**src/rtl/hazard_stall_ctrl.sv**
```systemverilog
// hazard_stall_ctrl: ID-stage hazard detection and stall control for a
// 5-stage MIPS pipeline. A shadow pipeline (EX/MEM/WB) tracks in-flight
// destinations so load-use hazards can be caught in ID before forwarding
// is asked to cover something it cannot.
//
// Optional build macro HAZARD_NOFWD_EN: for cores without a forwarding
// unit, any RAW match against EX or MEM stalls until the producer is in WB.
module hazard_stall_ctrl #(
    parameter int CNT_W        = 16,
    parameter int LOAD_USE_CYC = 1
) (
    input  logic             clk_i,
    input  logic             rst_i,
    input  logic [4:0]       IFID_RsAddr_i,
    input  logic [4:0]       IFID_RtAddr_i,
    input  logic             ID_RegWrite_i,
    input  logic             ID_MemRead_i,
    input  logic [4:0]       ID_WriteAddr_i,
    input  logic             ID_UsesRt_i,
    input  logic             Branch_Taken_i,
    output logic             PCWrite_o,
    output logic             IFIDWrite_o,
    output logic             IDEX_Bubble_o,
    output logic             IFID_Flush_o,
    output logic [CNT_W-1:0] stall_cnt_o
);

    // Wide enough for LOAD_USE_CYC-1 with LOAD_USE_CYC up to 3.
    localparam int SL_W = 2;

    // Shadow pipeline: valid, RegWrite, MemRead, destination address.
    logic             ex_vld_q,  ex_vld_d,  ex_rw_q,  ex_rw_d,  ex_mr_q,  ex_mr_d;
    logic [4:0]       ex_addr_q, ex_addr_d;
    logic             mem_vld_q, mem_vld_d, mem_rw_q, mem_rw_d, mem_mr_q, mem_mr_d;
    logic [4:0]       mem_addr_q, mem_addr_d;
    logic             wb_vld_q,  wb_vld_d,  wb_rw_q,  wb_rw_d,  wb_mr_q,  wb_mr_d;
    logic [4:0]       wb_addr_q, wb_addr_d;

    logic [SL_W-1:0]  stall_left_q, stall_left_d;
    logic             flush_pend_q, flush_pend_d;
    logic [CNT_W-1:0] stall_cnt_q,  stall_cnt_d;

    logic id_valid;
    logic rs_ex, rt_ex;
    logic hazard;
    logic stall;
    logic flush;

    // The slot right after a taken-branch flush holds a squashed instruction.
    assign id_valid = !flush_pend_q;

    // Source match against EX; rt only counts when the instruction reads it.
    assign rs_ex = ex_vld_q && ex_rw_q && (ex_addr_q == IFID_RsAddr_i) && (IFID_RsAddr_i != 5'd0);
    assign rt_ex = ID_UsesRt_i && ex_vld_q && ex_rw_q && (ex_addr_q == IFID_RtAddr_i)
                   && (IFID_RtAddr_i != 5'd0);

`ifdef HAZARD_NOFWD_EN
    logic rs_mem, rt_mem;
    assign rs_mem = mem_vld_q && mem_rw_q && (mem_addr_q == IFID_RsAddr_i) && (IFID_RsAddr_i != 5'd0);
    assign rt_mem = ID_UsesRt_i && mem_vld_q && mem_rw_q && (mem_addr_q == IFID_RtAddr_i)
                    && (IFID_RtAddr_i != 5'd0);
    // WB needs no check: the register file writes before it is read.
    assign hazard = id_valid && (rs_ex || rt_ex || rs_mem || rt_mem);
    assign stall  = hazard;
`else
    assign hazard = id_valid && ex_mr_q && (rs_ex || rt_ex);
    assign stall  = hazard || (stall_left_q != '0);
`endif

    // A branch is ignored while stalled; it re-resolves once operands are ready.
    assign flush = !stall && Branch_Taken_i && id_valid;

    assign PCWrite_o     = !stall;
    assign IFIDWrite_o   = !stall;
    assign IDEX_Bubble_o = stall;
    assign IFID_Flush_o  = flush;
    assign stall_cnt_o   = stall_cnt_q;

    // Next-state: shadow advance, stall countdown, flush marker, stall counter.
    always_comb begin
        wb_vld_d   = mem_vld_q;
        wb_rw_d    = mem_rw_q;
        wb_mr_d    = mem_mr_q;
        wb_addr_d  = mem_addr_q;
        mem_vld_d  = ex_vld_q;
        mem_rw_d   = ex_rw_q;
        mem_mr_d   = ex_mr_q;
        mem_addr_d = ex_addr_q;
        ex_vld_d   = 1'b0;
        ex_rw_d    = 1'b0;
        ex_mr_d    = 1'b0;
        ex_addr_d  = 5'd0;
        if (!stall && id_valid) begin
            ex_vld_d  = 1'b1;
            ex_rw_d   = ID_RegWrite_i;
            ex_mr_d   = ID_MemRead_i;
            ex_addr_d = ID_WriteAddr_i;
        end

        stall_left_d = '0;
`ifndef HAZARD_NOFWD_EN
        // A hazard seen mid-countdown does not reload the counter.
        if (stall_left_q != '0)
            stall_left_d = stall_left_q - 1'b1;
        else if (hazard)
            stall_left_d = SL_W'(LOAD_USE_CYC - 1);
`endif

        flush_pend_d = flush;

        stall_cnt_d = stall_cnt_q;
        if (stall && (stall_cnt_q != '1))
            stall_cnt_d = stall_cnt_q + CNT_W'(1);
    end

    // State registers with synchronous reset.
    always_ff @(posedge clk_i) begin
        if (rst_i) begin
            ex_vld_q     <= 1'b0;
            ex_rw_q      <= 1'b0;
            ex_mr_q      <= 1'b0;
            ex_addr_q    <= 5'd0;
            mem_vld_q    <= 1'b0;
            mem_rw_q     <= 1'b0;
            mem_mr_q     <= 1'b0;
            mem_addr_q   <= 5'd0;
            wb_vld_q     <= 1'b0;
            wb_rw_q      <= 1'b0;
            wb_mr_q      <= 1'b0;
            wb_addr_q    <= 5'd0;
            stall_left_q <= '0;
            flush_pend_q <= 1'b0;
            stall_cnt_q  <= '0;
        end else begin
            ex_vld_q     <= ex_vld_d;
            ex_rw_q      <= ex_rw_d;
            ex_mr_q      <= ex_mr_d;
            ex_addr_q    <= ex_addr_d;
            mem_vld_q    <= mem_vld_d;
            mem_rw_q     <= mem_rw_d;
            mem_mr_q     <= mem_mr_d;
            mem_addr_q   <= mem_addr_d;
            wb_vld_q     <= wb_vld_d;
            wb_rw_q      <= wb_rw_d;
            wb_mr_q      <= wb_mr_d;
            wb_addr_q    <= wb_addr_d;
            stall_left_q <= stall_left_d;
            flush_pend_q <= flush_pend_d;
            stall_cnt_q  <= stall_cnt_d;
        end
    end

    // WB (and some MEM) shadow fields are kept for debug visibility only.
    logic shadow_unused;
    assign shadow_unused = ^{wb_vld_q, wb_rw_q, wb_mr_q, wb_addr_q, mem_mr_q,
                             mem_vld_q, mem_rw_q, mem_addr_q, stall_left_q,
                             SL_W'(LOAD_USE_CYC)};

endmodule

```
**config.mk**
```make
export PLATFORM = sky130hd
export DESIGN_NAME = hazard_stall_ctrl
export DESIGN_NICKNAME = d
export VERILOG_FILES = /design/src/rtl/hazard_stall_ctrl.sv
export SDC_FILE = /design/constraint.sdc
export NUM_CORES = 1
export LEC_CHECK = 0
export CAP_MARGIN = 30
export CORE_ASPECT_RATIO = 0.5
export CORE_MARGIN = 5
export CORE_UTILIZATION = 49
export CTS_CLUSTER_DIAMETER = 60
export DETAILED_ROUTE_END_ITERATION = 10
export PLACE_DENSITY_LB_ADDON = 0.12
export SETUP_SLACK_MARGIN = 0.02
export SLEW_MARGIN = 30
export SYNTH_ARGS = -nofsm -noshare
export SYNTH_HDL_FRONTEND = slang
export SYNTH_SLANG_ARGS = --single-unit
```
**constraint.sdc**
```tcl
create_clock -name clk_i -period 5.1 [get_ports clk_i]
set_clock_uncertainty 0.1 [all_clocks]
set_input_delay 1.02 -clock clk_i [delete_from_list [all_inputs] [get_ports clk_i]]
set_output_delay 1.02 -clock clk_i [all_outputs]
set_load 0.01 [all_outputs]
```
==> summary.md <==
## Placed design
* Port Buf Inserts: 40
* area post-placement: 1770 sq um
* Final Wtd Congestion: 0.868
* total half-perimeter wirelength after legalization and detailed placement: 2260 um
* Setup Slack @ Placement: 0.926 ns

## Drt
* DR vias: 1277
* First DRT Iteration DRCs: 28
* via count normalized by instance count: 5.39
* WL final: 3030 um
* First-pass DRT Iterations: 4
* DRT antenna net count: 0
* wire length per cell: 12.8 um
* DRC: 0

## Yosys
* fraction of the mapped netlist area in compound gates: 0.112
* sequential-to-total area share from yosys stat: 0.404
* share of the synthesized netlist area taken by xor and xnor gates: 0.0524
* mux cell area share after synthesis: 0.0337
* simple-gate portion of the synthesized area: 0.335
* synthesized-area fraction occupied by adder cells: 0.0187
* total standard cell area after synthesis: 1340 sq um
* main combinational cell family by area after synthesis: simple AND/OR/NAND/NOR gates
* number of nets produced by synthesis: 184
* warnings from Yosys: 0
* post-synthesis average cell area: 8.30 sq um
* Seq cells post-synth: 27
* distinct cell type count after synthesis: 31
* Syn Inst Count: 161

## Finish
* antenna diode count: 0
* final-stage net count: 224
* post-synthesis to final-layout area growth: 35.6%
* fill count: 233
* Finished Core Util: 0.696
* most frequent cells in the layout: sky130_fd_sc_hd__clkdlybuf4s50_1, sky130_fd_sc_hd__dfxtp_1, sky130_fd_sc_hd__nand2_1, sky130_fd_sc_hd__a21oi_1, sky130_fd_sc_hd__or3_1
* fraction of final layout cells with drive strength greater than 1: 0.0650
* most frequent standard cell in the layout excluding fill and tap cells: sky130_fd_sc_hd__clkdlybuf4s50_1
* summed area of non-filler cells in the final layout: 1810 sq um

## Floorplanning
* Die Footprint: 3930 sq um
* die width: 83.9 um
* io pins: 41
* site row count: 13
* Initial Utilization: 0.513
* area of the core: 2600 sq um
* Chip Height: 46.9 um

## Global route
* first-pass GRT wire length: 5040 um
* initial antenna violation count: 0
* via count of the first global-routing pass: 1120
* aggregate global-route resource usage: 0.161
* largest net degree at the start of global routing: 31
* gr ovfl total: 0

## STA
* worst slew margin relative to its limit: 0.452
* slew at the pin closest to its max-slew limit: 0.815 ns
* Hold Fails Final Rpt: 0
* Setup Viol. Count Final: 0
* least setup slack across all paths after layout: 0.901 ns
* Sum Neg Setup Slack: 0 ns
* shortest period the worst path allows: 4.20 ns
* final number of max-transition violations: 0
* final critical-path share of the clock period: 0.823
* setup repair after global routing missed its margin: false
* top achievable clock speed: 238 MHz

## Pwr
* power per unit of standard cell area: 234 nW/um^2
* static leakage: 0.621 nW
* peak supply drop: 0.185 mV

## Clock network
* Resized cells post-CTS: 0
* Max Root-Sink Buffers: 2
* clock edge transition at the registers on the reported setup and hold paths: 0.09 ns
* post-CTS repair timing setup buffer count: 0
* TritonCTS clock tree: done
* source-to-sink clock delay at the later pin of the worst-skew pair: 0.27 ns
* Root Buffer: sky130_fd_sc_hd__clkbuf_8
* Inserted Clock Buffers: 3
* H-tree lvl count: 1
* CTS hold repair buffers: 0
* Sinks on Clock Net: 27

## Status
* run status: complete, no violations

## Setup path
* slowest cell delay on critical path: 0.58 ns
* Crit. End Element: output pin
* reg-to-reg setup timing slack: 2.61 ns
* slowest cell on the critical path: sky130_fd_sc_hd__clkdlybuf4s50_1
* maximum fanout count along the critical path: 30
* critical path buffer and inverter count: 3
* CP Data Arrival Time: 3.08 ns
* Top delay family on crit path: buffers and inverters
* CP cell instances: clkdlybuf4s50_1, nor4_1, o21ai_0, nand4_1, o311a_1, buf_4, clkdlybuf4s50_1
* worst setup path class: in -> out
* Crit path required time: 3.98 ns
* crit-path most repeated cell: sky130_fd_sc_hd__clkdlybuf4s50_1
* startpoint types: primary input

## Flow run
* max-cap viol count: 0

## Min path
* Hold Path Class: reg -> reg

## cell usage after synthesis, drive strengths merged
cell,number,share of area
and3,2,0.0094
xor2,8,0.052
buf,3,0.018
nand2,13,0.037
or3,12,0.056
o21ai,12,0.045
ha,2,0.019
mux2,4,0.034
nand4,7,0.033
nand3b,1,0.0056
o31ai,2,0.011
nor2,9,0.025
nand3,5,0.019
or2,2,0.0094
and2,9,0.042
inv,5,0.014
dfxtp,27,0.40
nor2b,4,0.019
nor4,4,0.019
nor4b,2,0.013
clkbuf,4,0.011
a21oi,13,0.049
nor3b,2,0.011
or4,2,0.011
nor3,6,0.026
o311a,1,0.0075
## layout make-up
cell class | instances | area (sq um) | area share
tap | 37 | 46.3 | 0.0256
sequential | 27 | 541 | 0.298
clock inverter | 1 | 5.00 | 0.00276
multi-input combinational | 122 | 744 | 0.411
inverter | 5 | 18.8 | 0.0104
timing repair buffer | 42 | 415 | 0.229
clock buffer | 3 | 41.3 | 0.0228
## flip-flops by register name, summed over array words and instances, names as in the netlist
signal,count
flush_pend_q,1
ex_addr_q,5
ex_rw_q,1
stall_left_q,2
stall_cnt_o,16
ex_vld_q,1
ex_mr_q,1
## cells by family (layout without fill, tap and decap cells)
group,count (synthesis),count (layout)
AO/OA/AOI/OAI,28,28
XOR/XNOR,8,8
adder cells (fa/ha/maj),2,2
buffers and inverters,12,51
flip-flops,27,27
multiplexers,4,4
AND/OR/NAND/NOR,80,80
## per-stage QoR
step                instances  hold slack (ns)  total power, mW
global placement          233            0.308            0.307
floorplan                 161            0.301            0.275
finish                    237            0.327            0.424
global route              237            0.357            0.447
detailed placement        233            0.321            0.310
CTS                       237            0.334            0.429
## routing by layer
metal | global-route usage | part of all wire | wire [um] | up-vias
met5 | 0 | 0 | 0 | -
met4 | 0.0545 | 0.0076 | 23 | 0
met3 | 0.0543 | 0.041 | 124 | 2
met2 | 0.289 | 0.48 | 1460 | 21
met1 | 0.190 | 0.47 | 1420 | 604
li1 | - | - | - | 650
## report_power, final
group	switching, mW	internal (mW)	total [mW]
clock network	0.0647	0.0547	0.119
logic	0.0349	0.0415	0.0764
registers	0.00777	0.221	0.228
## final timing paths
path,startpoint,end,cells past startpoint
hold / removal,stall_left_q[0],stall_left_q[0],1
setup reg to reg,stall_cnt_o[0],stall_cnt_o[5],7
hold reg to reg,stall_left_q[0],stall_left_q[0],1
setup / recovery,IFID_RsAddr_i[1],IFIDWrite_o,7
## worst register-to-register path, cell delays in order (launching register included)
cell and delay (ns):
sky130_fd_sc_hd__dfxtp_1 0.42, sky130_fd_sc_hd__ha_1 0.21, sky130_fd_sc_hd__and3_1 0.18, sky130_fd_sc_hd__nand4_1 0.15, sky130_fd_sc_hd__nor4_1 0.74, sky130_fd_sc_hd__buf_4 0.26, sky130_fd_sc_hd__nor4_1 0.06, sky130_fd_sc_hd__mux2_2 0.27
Note: power is estimated with default switching activity, not from simulation.
